<file path="src/rtl/serial_adder.sv">
// Bit-serial WIDTH-bit adder: one full-adder cell (two half adders + OR) reused over WIDTH cycles.
// Optional subtract support is enabled by defining SERIAL_ADDER_SUB_EN.

module half_adder (
    input  logic a_i,
    input  logic b_i,
    output logic s_o,
    output logic c_o
);
    assign s_o = a_i ^ b_i;
    assign c_o = a_i & b_i;
endmodule

module serial_adder #(
    parameter int unsigned WIDTH = 16
) (
    input  logic             clk,
    input  logic             reset,
    input  logic             in_valid,
    output logic             in_ready,
    input  logic [WIDTH-1:0] a,
    input  logic [WIDTH-1:0] b,
    input  logic             sub,
    output logic             out_valid,
    input  logic             out_ready,
    output logic [WIDTH-1:0] sum,
    output logic             carry,
    output logic             overflow
);
    localparam int unsigned     CW   = $clog2(WIDTH);
    localparam logic [CW-1:0]   LAST = CW'(WIDTH - 1);

    typedef enum logic [1:0] {IDLE, RUN, DONE} state_e;

    state_e           state_q, state_d;
    logic [WIDTH-1:0] a_q, a_d;
    logic [WIDTH-1:0] b_q, b_d;
    logic [WIDTH-1:0] sum_q, sum_d;
    logic [CW-1:0]    cnt_q, cnt_d;
    logic             c_q, c_d;
    logic             carry_q, carry_d;
    logic             ovf_q, ovf_d;

    logic [WIDTH-1:0] b_load;
    logic             cin_load;

`ifdef SERIAL_ADDER_SUB_EN
    assign b_load   = sub ? ~b : b;
    assign cin_load = sub;
`else
    logic unused_sub;
    assign unused_sub = sub;
    assign b_load     = b;
    assign cin_load   = 1'b0;
`endif

    logic s1, c1, s_bit, c2, c_out;

    half_adder u_ha0 (.a_i(a_q[0]), .b_i(b_q[0]), .s_o(s1),    .c_o(c1));
    half_adder u_ha1 (.a_i(s1),     .b_i(c_q),    .s_o(s_bit), .c_o(c2));
    assign c_out = c1 | c2;

    always_ff @(posedge clk or posedge reset) begin
        if (reset) begin
            state_q <= IDLE;
            a_q     <= '0;
            b_q     <= '0;
            sum_q   <= '0;
            cnt_q   <= '0;
            c_q     <= 1'b0;
            carry_q <= 1'b0;
            ovf_q   <= 1'b0;
        end else begin
            state_q <= state_d;
            a_q     <= a_d;
            b_q     <= b_d;
            sum_q   <= sum_d;
            cnt_q   <= cnt_d;
            c_q     <= c_d;
            carry_q <= carry_d;
            ovf_q   <= ovf_d;
        end
    end

    always_comb begin
        state_d = state_q;
        a_d     = a_q;
        b_d     = b_q;
        sum_d   = sum_q;
        cnt_d   = cnt_q;
        c_d     = c_q;
        carry_d = carry_q;
        ovf_d   = ovf_q;
        unique case (state_q)
            IDLE: begin
                if (in_valid) begin
                    a_d     = a;
                    b_d     = b_load;
                    cnt_d   = '0;
                    c_d     = cin_load;
                    state_d = RUN;
                end
            end
            RUN: begin
                // Sum bits enter at the MSB so the first (LSB) result ends at bit 0.
                sum_d = {s_bit, sum_q[WIDTH-1:1]};
                a_d   = {1'b0, a_q[WIDTH-1:1]};
                b_d   = {1'b0, b_q[WIDTH-1:1]};
                c_d   = c_out;
                cnt_d = cnt_q + 1'b1;
                if (cnt_q == LAST) begin
                    carry_d = c_out;
                    ovf_d   = c_q ^ c_out;
                    state_d = DONE;
                end
            end
            DONE: begin
                if (out_ready) state_d = IDLE;
            end
            default: state_d = IDLE;
        endcase
    end

    assign in_ready  = (state_q == IDLE);
    assign out_valid = (state_q == DONE);
    assign sum       = sum_q;
    assign carry     = carry_q;
    assign overflow  = ovf_q;

endmodule
</file>
<file path="config.mk">
export PLATFORM = sky130hd
export DESIGN_NAME = serial_adder
export DESIGN_NICKNAME = d
export VERILOG_FILES = /design/src/rtl/serial_adder.sv
export SDC_FILE = /design/constraint.sdc
export NUM_CORES = 1
export LEC_CHECK = 0
export CAP_MARGIN = 20
export CORE_UTILIZATION = 30
export CTS_CLUSTER_DIAMETER = 60
export CTS_CLUSTER_SIZE = 14
export DETAILED_ROUTE_END_ITERATION = 8
export GPL_TIMING_DRIVEN = 0
export MAX_ROUTING_LAYER = met4
export PLACE_DENSITY = 0.59
export RECOVER_POWER = 50
export SYNTH_ARGS = -nofsm -noshare
export SYNTH_HDL_FRONTEND = slang
export SYNTH_SLANG_ARGS = --single-unit
export TNS_END_PERCENT = 10
</file>
<file path="constraint.sdc">
create_clock -name clk -period 2.02 [get_ports clk]
set_input_delay 0.404 -clock clk [delete_from_list [all_inputs] [get_ports clk]]
set_output_delay 0.404 -clock clk [all_outputs]
set_load 0.005 [all_outputs]
</file>
After elaboration in Yosys (flattened, before gate mapping) --
Cells that the tools add are included. Widths: inputs -> output; s select.
Cells by class: add/subtract/negate cells 1, eq/ne operators 6, mux-type cells 12, bitwise gates (word level) 6, reductions and logical operators 5
Operators with widths (count):
- $pmux 16 s2 | 2
- $mux 16 | 2
- $pmux 4 s2 | 1
- $mux 2 | 3
- $pmux 2 s3 | 1
- $add 4x1->4 const B | 1
- $eq 4x4->1 const B | 1
- $mux 4 | 1
- $ne 2x2->1 const B | 2
- $reduce_and 2->1 | 2
- $reduce_and 3->1 | 1
- $xor 1x1->1 | 3
- $and 1x1->1 | 2
- $eq 2x1->1 const B | 1
- $eq 2x2->1 const B | 1
- $logic_not 2->1 | 1
- $ne 2x1->1 const B | 1
- $pmux 1 s2 | 1
- $reduce_bool 2->1 | 1
- $mux 1 | 1
- $or 1x1->1 | 1
Word-level totals: register bits after elaboration 57, input port bits 37, output and inout bits 20, word-level logic and storage cells 38

Depth between registers and ports, before layout --
depth in word-level cells 4, depth in mapped cells 6, depth with buffers taken out 4

By module --
Synthesis repeated with hierarchy kept, for this count alone.
Second synthesis, totals: cell total of the unflattened synthesis 288, area, all modules 2752.6 um^2
By module, submodules not included:
- serial_adder | times used 1, cells an instance 286, area an instance 2727.6 um^2, seq. area each 1426.4 um^2
- half_adder | times used 2, cells an instance 1, area an instance 12.5 um^2, seq. area each 0.0 um^2

Least setup slack after synthesis --
Ideal clock, no wire load.
kind reg-to-reg, start point register c_q, end point register ovf_q, in the netlist overflow, setup time 0.125 ns, data arrival time 1.256 ns, data required time 1.895 ns, path slack 0.639 ns, stages on the path, launching flop included 5, path buffers 0, period minus slack after synthesis 1.381 ns, cells stage by stage dfrtp_1 -> inv_1 -> fa_1 -> xnor2_1 -> mux2_4
Between the ends: longest elaborated chain between the ends 3
Ends and longest elaborated chain:
- start, declared | line 40 | logic c_q, c_d;
- start signal, assigned | line 70 | c_q <= 1'b0;
- start signal, assigned | line 79 | c_q <= c_d;
- $and 1x1->1 | line 11 | assign c_o = a_i & b_i;
- $or 1x1->1 | line 61 | assign c_out = c1 | c2;
- $xor 1x1->1 * | line 113 | ovf_d = c_q ^ c_out;
- end signal, assigned | line 81 | ovf_q <= ovf_d;
- end, declared | line 42 | logic ovf_q, ovf_d;
Mark *: on every way between the ends. The rest lies on a longest branch, timed or not. A chain may end at the register's enable or synchronous reset.

Worst setup path in the final report --
start point register state_q[0], end point output port out_valid
Between the ends: longest elaborated chain between the ends 1
Ends and longest elaborated chain:
- start, declared | line 35 | state_e state_q, state_d;
- start signal, assigned | line 74 | state_q <= state_d;
- $eq 2x2->1 | line 125 | assign out_valid = (state_q == DONE);
- end, declared | line 24 | output logic out_valid,
No other way between the ends.

==> impl_metrics.json <==
{
  "status": "complete, no violations",
  "ys_warn_count": 0,
  "hold_slack_ns": 0.480,
  "cellLeakagePower_nw": 1.64,
  "vias": 2223,
  "synth.avg_cell_area_sq_um": 9.56,
  "final_nets": 390,
  "antenna_found_initial": 0,
  "post-route-min-period_ns": 1.79,
  "port_buffers": 55,
  "startpoint_type": "flip-flop",
  "die_h_um": 97.1,
  "rows": 34,
  "routed_via_density": 4.81,
  "cp_slowest_cell": "dfrtp_1",
  "ir_worst_vdd_mv": 0.323,
  "seq_area_frac_synth_pct": 52.5,
  "wl_per_cell_um": 13.8,
  "numCtsBuffers": 9,
  "cp_max_fo": 10,
  "hold_class": "reg -> reg",
  "async_reset_ff_share_pct": 100,
  "hpwlAfterDp_mm": 4.39,
  "ys_top_cells_by_area": "dfrtp_1, nand2_1, a22oi_1",
  "initial_core_util_pct": 31.1,
  "cts_tree": "built",
  "grt_pass1_wl_mm": 10.7,
  "ys_ff_latch": 57,
  "yosysUniqueCellTypes": 31,
  "syn2layout_area_growth_pct": 32.7,
  "core-area_sq_um": 8720,
  "synth_top_area_share_pct": 52.5,
  "clockBufferDepth": 2,
  "crit_start": "state_q[0]",
  "grt_usage_pct": 14.7,
  "worstPathArrival_ns": 1.39,
  "setup_ws_ns": 0.226,
  "cp.buffers_inverters": 4,
  "crit_family": "buffers and inverters",
  "die_x_um": 97.1,
  "crit_type": "reg -> out",
  "grt_max_degree": 33,
  "grt_overflow": 0,
  "fmax_ghz": 0.557,
  "place_congestion": 0.730,
  "fillers": 889,
  "r2r_start": "c_q",
  "firstDrtPassIters": 4,
  "ys.flop_type": "dfrtp_1",
  "period_share_pct": 88.8,
  "final_cell_area_sq_um": 3600,
  "drc": 0,
  "drv_cap": 0,
  "grt_pass1_vias": 2158,
  "clk_latency_ns": 0.33,
  "drtIter0Drc": 116,
  "dieArea_sq_um": 9440,
  "max-slew-margin-rel_pct": 30.9,
  "worst_setup_path_end_kind": "primary output",
  "crit_top_cell": "buf_6",
  "synth-edff-count": 0,
  "path_cells": "buf_6, buf_6, nand2b_4, inv_1, dlygate4sd2_1",
  "syn-cell-area_sq_um": 2720,
  "ys_top_cells_by_count": "dfrtp_1, nand2_1, a21oi_1, o21ai_0, a22oi_1",
  "cts_sinks": 57,
  "synth_area_leader_cell": "dfrtp_1",
  "skew_ns": 0.00975,
  "clkTransAtPathRegs_ns": 0.06,
  "cp.required_ns": 1.62,
  "worst_slew_pin_slew_ns": 1.04,
  "placed_area_sq_um": 3420,
  "rsz0062_at_grt": "no",
  "slowest_delay_ns": 0.38,
  "h-tree-depth": 3,
  "post_cts_buffers": 0,
  "power_mw": 4.30,
  "drtAntennaViolNets": 0,
  "syn_inst": 284,
  "cts_root_buffer": "clkbuf_8",
  "hold_violations": 0,
  "setup_violations": 0,
  "drt_wl_total_mm": 6.36,
  "power.density_nw_per_um2": 1190,
  "maxSlewViolCount": 0,
  "diodes": 0,
  "io_pins": 57,
  "final_layout_size_suffix_gt1_share_pct": 8.19,
  "pre_cts_ws_ns": 0.0349,
  "final.setup.tns_ns": 0,
  "min-delay-start": "a_q[11]",
  "syn-num-nets": 323
}
## logic make-up after synthesis
family          after synthesis  share of synthesized area (%)
compound gates               97                           21.0
simple gates                 96                           18.4
flops                        57                           52.5
buf+inv                      28                           5.30
mux                           3                           1.29
fa+ha+maj                     2                           1.20
xor+xnor                      1                          0.323
## state kept, by name, summed over array words and instances, names as in the netlist
name      cells
a_q          16
b_q          16
c_q           1
carry         1
cnt_q         4
overflow      1
state_q       2
sum          16
## worst register-to-register path: stages, from the launching register on
cell and delay, ns:
dfrtp_1 0.38, inv_1 0.07, fa_1 0.47, xnor2_1 0.15
mux2_4 0.26
## cells in the final DEF (no fill, tap or decap), types with 5 or more instances in the layout
| cell type | netlist | layout |
|---|---|---|
| a21oi_1 | 30 | 30 |
| a22oi_1 | 24 | 24 |
| and2b_1 | 7 | 7 |
| and3b_1 | 7 | 7 |
| buf_6 | 2 | 5 |
| clkbuf_1 | 8 | 10 |
| clkbuf_8 | 0 | 12 |
| clkdlybuf4s50_1 | 0 | 51 |
| dfrtp_1 | 57 | 57 |
| inv_1 | 6 | 6 |
| nand2_1 | 57 | 57 |
| nor2b_1 | 17 | 17 |
| o21ai_0 | 30 | 30 |
| o21ai_1 | 6 | 6 |
## routing by layer
metal  global-route usage [%]  routed length [um]
met1                     20.5                3240
met2                     20.7                2810
met3                     3.88                 234
met4                     4.82                  76
met5                        -                   0
## metrics by stage
stage	utilization [%]	instances
2_1_floorplan	-	284
3_3_place_gp	39.0	447
3_5_place_dp	39.2	448
4_1_cts	41.5	462
5_1_grt	41.3	462
6_report	41.3	462
## area by class of cell
| type | instances | area (sq um) | area share [%] |
|---|---|---|---|
| inverter | 6 | 22.5 | 0.625 |
| multi-input combinational | 199 | 1140 | 31.6 |
| tap | 108 | 135 | 3.75 |
| sequential | 57 | 1430 | 39.6 |
| buffer | 22 | 150 | 4.17 |
| clock buffer | 14 | 163 | 4.52 |
| timing repair buffer | 56 | 568 | 15.8 |
## path summary, 6_finish.rpt
path                       cells past startpoint   endpoint  slack [ns]
setup / recovery                               5  out_valid        0.23
setup reg to reg                               4   overflow        0.58
min in group asynchronous                      2     sum[5]        0.77
hold / removal                                 2    a_q[11]        0.48
hold reg to reg                                2    a_q[11]        0.48
max in group asynchronous                      3     b_q[3]        0.54
## power by group
part / switching, mW / internal (mW)
clock: 0.409 / 0.500
combinational: 0.703 / 0.820
sequential: 0.300 / 1.57
total: 1.41 / 2.89
## what timing repair did
action	CTS	global route
hold buffers	0	0
resized for setup	13	0
setup endpoints to repair	2	0
Power figures use the tool's default switching activity.
